$ cat src/rtl/dma_periph_req.sv
// Purpose: byte FIFO feeding an 8237-style DMA channel through a DREQ/DACK/IOR_N handshake.
// Latency: DREQ rises one cycle after LEVEL reaches THRESH. DB/DB_OE follow DACK and IOR_N combinationally.
// Backpressure: a PUSH while FULL is dropped unless a pop happens in the same cycle.
module dma_periph_req #(
    parameter int DEPTH  = 4,
    parameter int THRESH = 2
) (
    input  logic                   CLK,
    input  logic                   RESET_N,
    input  logic                   DREQ_POL,
    input  logic                   DACK_POL,
    input  logic                   DEMAND,
    input  logic                   PUSH,
    input  logic [7:0]             DIN,
    input  logic                   FLUSH,
    input  logic                   DACK,
    input  logic                   IOR_N,
    input  logic                   EOP_N,
    output logic                   DREQ,
    output logic [7:0]             DB,
    output logic                   DB_OE,
    output logic                   FULL,
    output logic [$clog2(DEPTH):0] LEVEL,
    output logic                   DONE
);

    localparam int PW = $clog2(DEPTH);
    localparam int CW = PW + 1;
    localparam logic [CW-1:0] DEPTH_C  = CW'(DEPTH);
    localparam logic [CW-1:0] THRESH_C = CW'(THRESH);

    typedef enum logic [2:0] {
        S_IDLE,
        S_REQ,
        S_ACK,
        S_XFER,
        S_HOLDOFF
    } state_t;

    state_t          state;
    logic            req_int;
    logic            flush_pend;
    logic            done_q;
    logic [7:0]      mem [DEPTH];
    logic [PW-1:0]   wr_ptr;
    logic [PW-1:0]   rd_ptr;
    logic [CW-1:0]   count;
    logic [CW-1:0]   count_nxt;

    logic            dack_act;
    logic            in_xfer_phase;
    logic            eop_hit;
    logic            strobe_done;
    logic            pop;
    logic            push_ok;

    // Handshake decode: normalise DACK, detect EOP and the completed read strobe.
    always_comb begin
        dack_act      = DACK ^ DACK_POL;
        in_xfer_phase = (state == S_ACK) || (state == S_XFER);
        eop_hit       = in_xfer_phase && !EOP_N;
        // In XFER, IOR_N is known to have been low, so high now is its rising edge.
        strobe_done   = (state == S_XFER) && IOR_N;
        pop           = strobe_done && (count != '0);
        // A full FIFO still takes a write when the head is leaving this cycle.
        push_ok       = PUSH && ((count != DEPTH_C) || pop);
        count_nxt     = count + CW'(push_ok) - CW'(pop);
    end

    // Request/acknowledge sequencer; req_int is the registered request level.
    always_ff @(posedge CLK) begin
        if (!RESET_N) begin
            state   <= S_IDLE;
            req_int <= 1'b0;
        end else begin
            case (state)
                S_IDLE: begin
                    if ((count >= THRESH_C) || (flush_pend && (count != '0))) begin
                        state   <= S_REQ;
                        req_int <= 1'b1;
                    end
                end
                S_REQ: begin
                    req_int <= 1'b1;
                    if (dack_act) begin
                        state <= S_ACK;
                    end
                end
                S_ACK: begin
                    if (eop_hit) begin
                        state   <= S_HOLDOFF;
                        req_int <= 1'b0;
                    end else if (!dack_act) begin
                        // Controller withdrew before any strobe: keep data, start over.
                        state   <= S_IDLE;
                        req_int <= 1'b0;
                    end else if (!IOR_N) begin
                        state <= S_XFER;
                    end
                end
                S_XFER: begin
                    if (eop_hit) begin
                        state   <= S_HOLDOFF;
                        req_int <= 1'b0;
                    end else if (strobe_done) begin
                        if (DEMAND && (count_nxt != '0)) begin
                            state <= S_ACK;
                        end else begin
                            state   <= S_HOLDOFF;
                            req_int <= 1'b0;
                        end
                    end else if (!dack_act) begin
                        state   <= S_IDLE;
                        req_int <= 1'b0;
                    end
                end
                S_HOLDOFF: begin
                    req_int <= 1'b0;
                    if (!dack_act) begin
                        state <= S_IDLE;
                    end
                end
                default: begin
                    state   <= S_IDLE;
                    req_int <= 1'b0;
                end
            endcase
        end
    end

    // FIFO pointers, occupancy, flush request and sticky done flag.
    always_ff @(posedge CLK) begin
        if (!RESET_N) begin
            wr_ptr     <= '0;
            rd_ptr     <= '0;
            count      <= '0;
            flush_pend <= 1'b0;
            done_q     <= 1'b0;
        end else begin
            if (push_ok) begin
                wr_ptr <= wr_ptr + PW'(1);
            end
            if (pop) begin
                rd_ptr <= rd_ptr + PW'(1);
            end
            count <= count_nxt;

            if (eop_hit) begin
                flush_pend <= 1'b0;
            end else if (FLUSH) begin
                flush_pend <= 1'b1;
            end else if (count_nxt == '0) begin
                flush_pend <= 1'b0;
            end

            if (eop_hit) begin
                done_q <= 1'b1;
            end else if (PUSH && (state == S_IDLE)) begin
                done_q <= 1'b0;
            end
        end
    end

    // Storage array; written on accepted pushes only, so it needs no reset.
    always_ff @(posedge CLK) begin
        if (push_ok) begin
            mem[wr_ptr] <= DIN;
        end
    end

    // Output drive: polarity applied to the request, bus enabled only during a read strobe.
    always_comb begin
        DREQ  = req_int ^ DREQ_POL;
        DB_OE = in_xfer_phase && dack_act && !IOR_N;
        DB    = DB_OE ? mem[rd_ptr] : 8'h00;
        FULL  = (count == DEPTH_C);
        LEVEL = count;
        DONE  = done_q;
    end

endmodule
$ cat config.mk
export PLATFORM = sky130hd
export DESIGN_NAME = dma_periph_req
export DESIGN_NICKNAME = d
export VERILOG_FILES = /design/src/rtl/dma_periph_req.sv
export SDC_FILE = /design/constraint.sdc
export NUM_CORES = 1
export LEC_CHECK = 0
export ABC_AREA = 1
export CORE_MARGIN = 2
export CORE_UTILIZATION = 35
export CTS_CLUSTER_SIZE = 25
export DETAILED_ROUTE_END_ITERATION = 6
export PLACE_DENSITY = 0.61
export SYNTH_ARGS = -nofsm -noshare
export SYNTH_HDL_FRONTEND = slang
export SYNTH_SLANG_ARGS = --single-unit
export TNS_END_PERCENT = 20
$ cat constraint.sdc
create_clock -name CLK -period 5.4 [get_ports CLK]
set_input_delay 1.08 -clock CLK [delete_from_list [all_inputs] [get_ports CLK]]
set_output_delay 1.08 -clock CLK [all_outputs]
set_load 0.05 [all_outputs]
## Word level (Yosys, flattened, before mapping)

Memories as Yosys holds them, arrays and structs flattened. A register that Yosys moved wholly into a read port is not among the register bits.
Cells that the tools add are included.

| word-level totals | value |
|---|---|
| register bits after elaboration | 13 |
| RAM bits | 32 |
| memories kept | 1 |
| word-level logic and storage cells | 75 |

| cells by class | value |
|---|---|
| equality and inequality tests | 10 |
| multiplexer cells | 26 |
| bitwise gates (word level) | 3 |
| $add $sub $neg | 4 |
| $lt $le $gt $ge | 1 |
| reductions and logical operators | 23 |

Memory list:

| name | words | bits a word | read ports | clocked after memory_dff | wr ports | line | text |
|---|---|---|---|---|---|---|---|
| mem | 4 | 8 | 1 | 1 | 1 | 44 | `logic [7:0] mem [DEPTH];` |

Operator list:

| kind | count |
|---|---|
| $mux 3 | 9 |
| $pmux 3 s5 | 1 |
| $mux 1 | 12 |
| $logic_and 1x1->1 | 9 |
| $mux 8 | 1 |
| $ne 4x4->1 const B | 2 |
| $eq 3x2->1 const B | 2 |
| $eq 3x3->1 const B | 2 |
| $logic_not 3->1 | 2 |
| $reduce_bool 3->1 | 2 |
| $add 2x1->2 const B | 2 |
| $mux 2 | 2 |
| $ne 2x2->1 const B | 2 |
| $pmux 1 s4 | 1 |
| $reduce_bool 2->1 | 2 |
| $add 3x1->3 | 1 |
| $eq 3x1->1 const B | 1 |
| $ge 3x2->1 const B | 1 |
| $logic_or 1x1->1 | 3 |
| $ne 3x3->1 const B | 1 |
| $reduce_and 3->1 | 1 |
| $sub 3x1->3 | 1 |
| $logic_not 1->1 | 2 |
| $reduce_and 2->1 | 1 |
| 3 further kinds | 4 |

## Longest topological paths before layout

Gate-level depths: netlist (run 1).

| depth | value |
|---|---|
| word-level depth | 13 |
| mapped depth | 19 |
| mapped depth without buffers | 19 |

## Worst setup path after synthesis (run 1)

No wires, ideal clock.

| timing | value |
|---|---|
| path type | in2out |
| start | input port DACK |
| end | output port DB[0] |
| setup slack | 1243 ps |
| required time | 4320 ps |
| path buffers | 0 |
| stages | 6 |
| data arrival time | 3077 ps |
| cells stage by stage | inv_1 > nand2_1 > nand2_1 > nor2_1 > inv_1 > a21oi_1 |

| between the ends | value |
|---|---|
| longest elaborated chain between the ends | 4 |

RTL lines:

| element | line | text |
|---|---|---|
| start, declared | 16 | `input logic DACK,` |
| $xor 1x1->1 | 59 | `dack_act = DACK ^ DACK_POL;` |
| $logic_and 1x1->1 (2 in series) | 174 | `DB_OE = in_xfer_phase && dack_act && !IOR_N;` |
| via DB_OE | 21 | `output logic DB_OE,` |
| $mux 8 | 175 | `DB = DB_OE ? mem[rd_ptr] : 8'h00;` |
| end, declared | 20 | `output logic [7:0] DB,` |

The timed path passes the listed nets, and every way through them passes these cells.

## Final worst setup path (run 1)

| timing | value |
|---|---|
| start | input port DACK_POL |
| end | output port DB[0] |

| between the ends | value |
|---|---|
| longest elaborated chain between the ends | 4 |

RTL lines:

| element | line | text |
|---|---|---|
| start, declared | 11 | `input logic DACK_POL,` |
| $xor 1x1->1 | 59 |  |
| $logic_and 1x1->1 (2 in series) | 174 |  |
| $mux 8 | 175 |  |

Every way passes these cells.

==> metrics, run 1 <==
via count of the routed design=1609; clock buffer count from CTS=5; Std-Cell Core Area=approximately 6000 um2; Die Wd=about 83 um; number of levels the H-tree was split into=2; data arrival time of the critical path=3.20 ns; shortest clock period the worst path allows after layout=4.281 ns; final antenna diode count=0; hold violation total from the final report=0; Synthesized Nets=263; Top delay family on crit path=buffers and inverters; number of iterations in the first detailed-routing pass=4; aggregate routed wire length=4042 um; worst-path fanout max=8; Worst Path Class, Setup=input pin to output port; #FFs+latches synth=47; setup bufs post-CTS=0; Post-Syn Area=2187 um2; share of the synthesized area in the top cell type=0.4394; Top FF cell, synth=edfxtp_1; synth cell count leaders=50 x nor2_1, 32 x edfxtp_1, 32 x nand2_1, 31 x inv_1, 22 x o21ai_0; Post-synth EDFFs=32; clock tree from TritonCTS=done; startpoint types=input pin; share of layout cells above drive strength 1=0.08029; wire length of the first global-routing pass=about 6900 um; vias in the first global route=1523; FP Rows=28; unrepaired setup endpoints after global routing=false; worst relative slew slack=0.4945; most area-hungry cell type in the Yosys netlist=edfxtp_1; Period Utilization, post-route=0.7928; antenna-violating nets left=0; final max-slew violation count=0; Max Fclk=233.6 MHz; worst min-delay path class=flip-flop to flip-flop; global-route usage over all layers=0.1244; starting DRC count in detailed routing=48; sequential cell area fraction in the yosys report=0.5767; Mapped Cells=238; power per standard cell area=approximately 380 nW/um2; data required time at the worst endpoint=4.32 ns; final worst slack=1.119 ns; final setup fails=0; Post-Route Setup TNS=0 ns; Buffers on Ports=32; Initial Utilization=0.3651; DR DRC count=0; global-route congestion overflow total=0; cts hold-fix bufs=0; CP peak stage delay=between 0.8 and 0.9 ns; proportion of synthesized flip-flops having asynchronous set or reset=0; I/O pin total=33; Least-Margin Pin Slew=0.7555 ns; placer's final routability congestion estimate=0.8132; most area-consuming cells after synthesis=edfxtp_1 44%, dfxtp_1 14%, nor2_1 8.6%; peak supply drop=0.0001518 V; sink count of the clock tree=47; minimum setup slack after placement=around 1.1 ns; Final nets=approximately 300; root buf cell=clkbuf_8; detailed placer's ending HPWL=2867 um; clock skew=~0.0041 ns; average instance area after synthesis=9.189 um2; Crit-path slowest cell=clkdlybuf4s50_1; die outline height=83.05 um; later-pin clock latency in the skew report=0.29 ns; Synth cell types=27; cts repair resizes=0; antenna violations before repair=0; Yosys warning count=0; top-count cell post-synth=nor2_1; synth-to-layout area growth=24.20%; Maximum Capacitance Violations=0; run status=finished, final reports clean; leakage=about 1.0 nW; wire length per cell=11.58 um; CP Buf/Inv Count=4; clock-pin slew on the worst setup and hold paths=0.08 ns; area of the die=about 6900 um2; maximum number of pins on one net before global-route repair=18; via density per instance=around 4.6; maximum buffer depth of the clock tree=2; Cell Chain, Critical Path=clkdlybuf4s50_1, inv_1, nand2_1, nand2_1, nor2_1, inv_1, a21oi_1, clkdlybuf4s50_1; capturing element type of the critical path=output port; number of fillers in the final layout=between 500 and 600
metrics by stage:
step                utilization  instance area (um2)  hold WS [ns]  std cells  power [mW]
global route             0.4534                 2716        0.5023        349       1.102
detailed placement       0.4313                 2584        0.4603        341      0.7488
floorplan                     -                 2187        0.4356        238      0.6643
CTS                      0.4534                 2716        0.4756        349       1.046
finish                   0.4534                 2716        0.4683        349       1.034
global placement         0.4313                 2584        0.4527        341      0.7477
path summary, 6_finish.rpt:
path	startpoint	endpoint	slack (ns)	cells after the start
worst max-delay path	DACK_POL	DB[0]	1.12	8
worst min-delay path	rd_ptr[1]$_SDFFE_PN0N_	rd_ptr[1]$_SDFFE_PN0N_	0.47	2
worst max register to register	state[0]$_SDFFE_PN0P_	state[1]$_SDFFE_PN0P_	2.79	18
worst min register to register	rd_ptr[1]$_SDFFE_PN0N_	rd_ptr[1]$_SDFFE_PN0N_	0.47	2
power by group:
group	total [mW]	leakage (nW)	switching, mW	internal [mW]
Combinational	0.287	0.568	0.186	0.102
Clock	0.295	0.0654	0.110	0.185
Sequential	0.452	0.416	0.0258	0.426
Total	1.03	1.05	0.322	0.713
kinds of logic (layout without fill, tap and decap cells):
kind of cell,after synthesis,in the layout,synth area share
flip-flops,47,47,0.5767
buffers and inverters,38,74,0.06693
AO/OA/AOI/OAI,47,47,0.1207
AND/OR/NAND/NOR,98,98,0.1882
XOR/XNOR,1,1,0.004005
adder cells (fa/ha/maj),7,7,0.04348
worst register-to-register path: stages, from the launching register on:
cell and delay [ns]:
dfxtp_1 0.46, inv_1 0.14, nor2_2 0.16, nand2_2 0.08, a21oi_4 0.17, nand2_1 0.06
o21ai_0 0.08, ha_1 0.17, inv_1 0.05, fa_1 0.49, inv_1 0.05, nor2_1 0.08
nand3_1 0.10, nand2_1 0.12, nand2_1 0.08, nand3_1 0.07, nand2_1 0.05, nand2_1 0.05
a21oi_1 0.05
final cells by class:
cell class | instances | area (um2) | share of cell area
inverters | 34 | 128.9 | 0.04744
flip-flops and latches | 47 | 1261 | 0.4643
multi-input cells | 153 | 779.5 | 0.2870
clock inverters | 2 | 60.06 | 0.02211
clock buffers | 6 | 72.57 | 0.02672
well taps | 75 | 93.84 | 0.03455
repair buffers | 32 | 320.3 | 0.1179
layout by cell type (no fill, tap or decap), drive strengths merged:
| cell type | n |
|---|---|
| o21ai | 24 |
| ha | 6 |
| a21oi | 20 |
| a31oi | 1 |
| edfxtp | 32 |
| bufinv | 2 |
| clkinv | 1 |
| nand4 | 1 |
| fa | 1 |
| nor3 | 4 |
| o21a | 1 |
| xor2 | 1 |
| nand2 | 35 |
| nand3 | 5 |
| dfxtp | 15 |
| nor2 | 53 |
| inv | 33 |
| clkdlybuf4s50 | 32 |
| clkbuf | 6 |
| o21bai | 1 |
state kept, by name, indices dropped and copies added (netlist names), named ones only:
signal,count
rd_ptr,2
req_int,1
flush_pend,1
wr_ptr,2
LEVEL,3
DONE,1
mem,32
state,3
routing by layer:
metal	share of wire	global-route usage	vias up
met1	0.47	0.1503	726
met2	0.48	0.2104	36
met4	0.0037	0.04769	0
li1	-	-	845
met5	0	0	-
met3	0.048	0.03479	2
(Power assumes the default switching activity.)
==> inputs of run 2 (changes only) <==
==> constraint.sdc (replaced) <==
create_clock -name CLK -period 4.1 [get_ports CLK]
set_input_delay 0.82 -clock CLK [delete_from_list [all_inputs] [get_ports CLK]]
set_output_delay 0.82 -clock CLK [all_outputs]
set_load 0.05 [all_outputs]
==> metrics, run 2 (synthesis gave the netlist of run 1 again) <==
Hold Path Origin=rd_ptr[1]$_SDFFE_PN0N_; Final Util=0.4438; hold violation total from the final report=0; combinational power share=0.308; clock buffer count from CTS=5; antenna violations before repair=0; final setup fails=0; shortest clock period the worst path allows after layout=3.708 ns; register with the highest flop count=mem; global-route usage over all layers=0.1303; Die Wd=83.05 um; unrepaired setup endpoints after global routing=false; Final nets=298; capturing element type of the critical path=output port; die outline height=83.05 um; share of layout cells above drive strength 1=0.08059; startpoint types=input pin; Post-Route Setup TNS=0 ns; commonest non-fill, non-tap cells in the layout=50 x nor2_1, 32 x nand2_1, 32 x edfxtp_1; vias in the first global route=1589; maximum number of pins on one net before global-route repair=18; Period Utilization, post-route=0.9043; peak supply drop=0.0002051 V; cts repair resizes=0; Hold Path Cell Cnt=2; starting DRC count in detailed routing=48; minimum setup slack after placement=~0.39 ns; final antenna diode count=0; via density per instance=4.718; DR DRC count=0; maximum buffer depth of the clock tree=2; FP Rows=28; worst min-delay path class=flip-flop to flip-flop; clock-pin slew on the worst setup and hold paths=around 0.080 ns; Maximum Capacitance Violations=0; Seq pwr share=0.483; synth-to-layout area growth=21.57%; worst-path fanout max=8; number of levels the H-tree was split into=2; total power draw=1.233 mW; Std-Cell Core Area=5991 um2; number of iterations in the first detailed-routing pass=4; Clk network pwr share=0.209; data arrival time of the critical path=2.89 ns; root buf cell=clkbuf_8; clock skew=0.002769 ns; switching component of the power=0.4243 mW; fraction of power spent switching nets=0.3441; wire length per cell=12.32 um; Max Fclk=269.7 MHz; placer's final routability congestion estimate=0.7987; leakage=1.028 nW; data required time at the worst endpoint=3.28 ns; reg-to-reg slack, setup=roughly 1.5 ns; sink count of the clock tree=47; Buffers on Ports=32; wire length of the first global-routing pass=7169 um; setup bufs post-CTS=0; number of fillers in the final layout=580; cell internal pwr=0.8086 mW; end of the worst hold path=rd_ptr[1]$_SDFFE_PN0N_; power per standard cell area=463.7 nW/um2; area of the die=6897 um2; leading cell type in the layout, fill and taps excluded=nor2_1; global-route congestion overflow total=0; later-pin clock latency in the skew report=0.29 ns; detailed placer's ending HPWL=a little over 3000 um; via count of the routed design=1642; final worst slack=0.3924 ns; clock tree from TritonCTS=done; Crit Reg-Reg Startpoint=state[0]$_SDFFE_PN0P_; aggregate routed wire length=4286 um; Reg-to-Reg End=state[1]$_SDFFE_PN0P_; Initial Utilization=0.3651; Worst Path Class, Setup=input pin to output port; cts hold-fix bufs=0; Least-Margin Pin Slew=between 0.8 and 0.9 ns; Final Hold Slack=0.4751 ns; I/O pin total=33; flip-flop count of the largest register after layout=32; run status=finished, final reports clean; antenna-violating nets left=0; final max-slew violation count=0; Worst Reg-to-Reg Cells=18; worst relative slew slack=0.4139
-- run 2: changes by cell type in the layout (fill, tap and decap cells not counted), sizes merged --
| cell | delta |
|---|---|
| bufinv | -2 |
| clkbuf | -1 |
| clkinv | +2 |
| clkdlybuf4s50 | -1 |
| buf | +1 |
-- run 2: how the worst max path moves through the flow --
stage,from,end,slack (ns),cells after the start
finish,DACK_POL,DB[4],0.39,8
global route,DACK_POL,DB[7],0.23,8
CTS,DACK,DB[4],0.39,8
detailed placement,DACK,DB[4],0.39,8
global placement,DACK,DB[7],0.47,8
floorplan,DACK,DB[0],0.46,6
-- run 2: cell type report --
class                           count  area, um2  area share
Sequential cell                    47       1261      0.4744
Tap cell                           75      93.84     0.03529
Clock buffer                        5      68.82     0.02588
Timing Repair Buffer               32      317.8      0.1195
Clock inverter                      2      8.758    0.003294
Multi-Input combinational cell    153      779.5      0.2932
Inverter                           34      128.9     0.04847
-- run 2: metal layers --
| layer | share of wire | global-route usage |
|---|---|---|
| met1 | 0.46 | 0.1555 |
| met2 | 0.47 | 0.2229 |
| met3 | 0.049 | 0.03380 |
| met4 | 0.015 | 0.05365 |
| met5 | 0 | 0 |
-- run 2: worst max-delay path: stages --
cell,delay [ns]
clkdlybuf4s50_1,0.50
inv_1,0.06
nand2_1,0.05
nand2_1,0.14
nor2_1,0.16
inv_1,0.16
a21oi_1,0.18
clkdlybuf4s50_1,0.82
-- run 2: stage by stage --
step | instance area [um2] | instances
final | 2659 | 348
after global placement | 2581 | 341
after detailed placement | 2581 | 341
after floorplan | 2187 | 238
after global routing | 2659 | 348
after CTS | 2659 | 348
-- run 2: power groups by stage --
stage | logic, mW | clock network (mW) | registers, mW
after CTS | 0.384 | 0.266 | 0.597
after detailed placement | 0.382 | 0 | 0.607
after global placement | 0.377 | 0 | 0.606
after global routing | 0.426 | 0.283 | 0.602
after floorplan | 0.249 | 0 | 0.626
final | 0.380 | 0.257 | 0.596
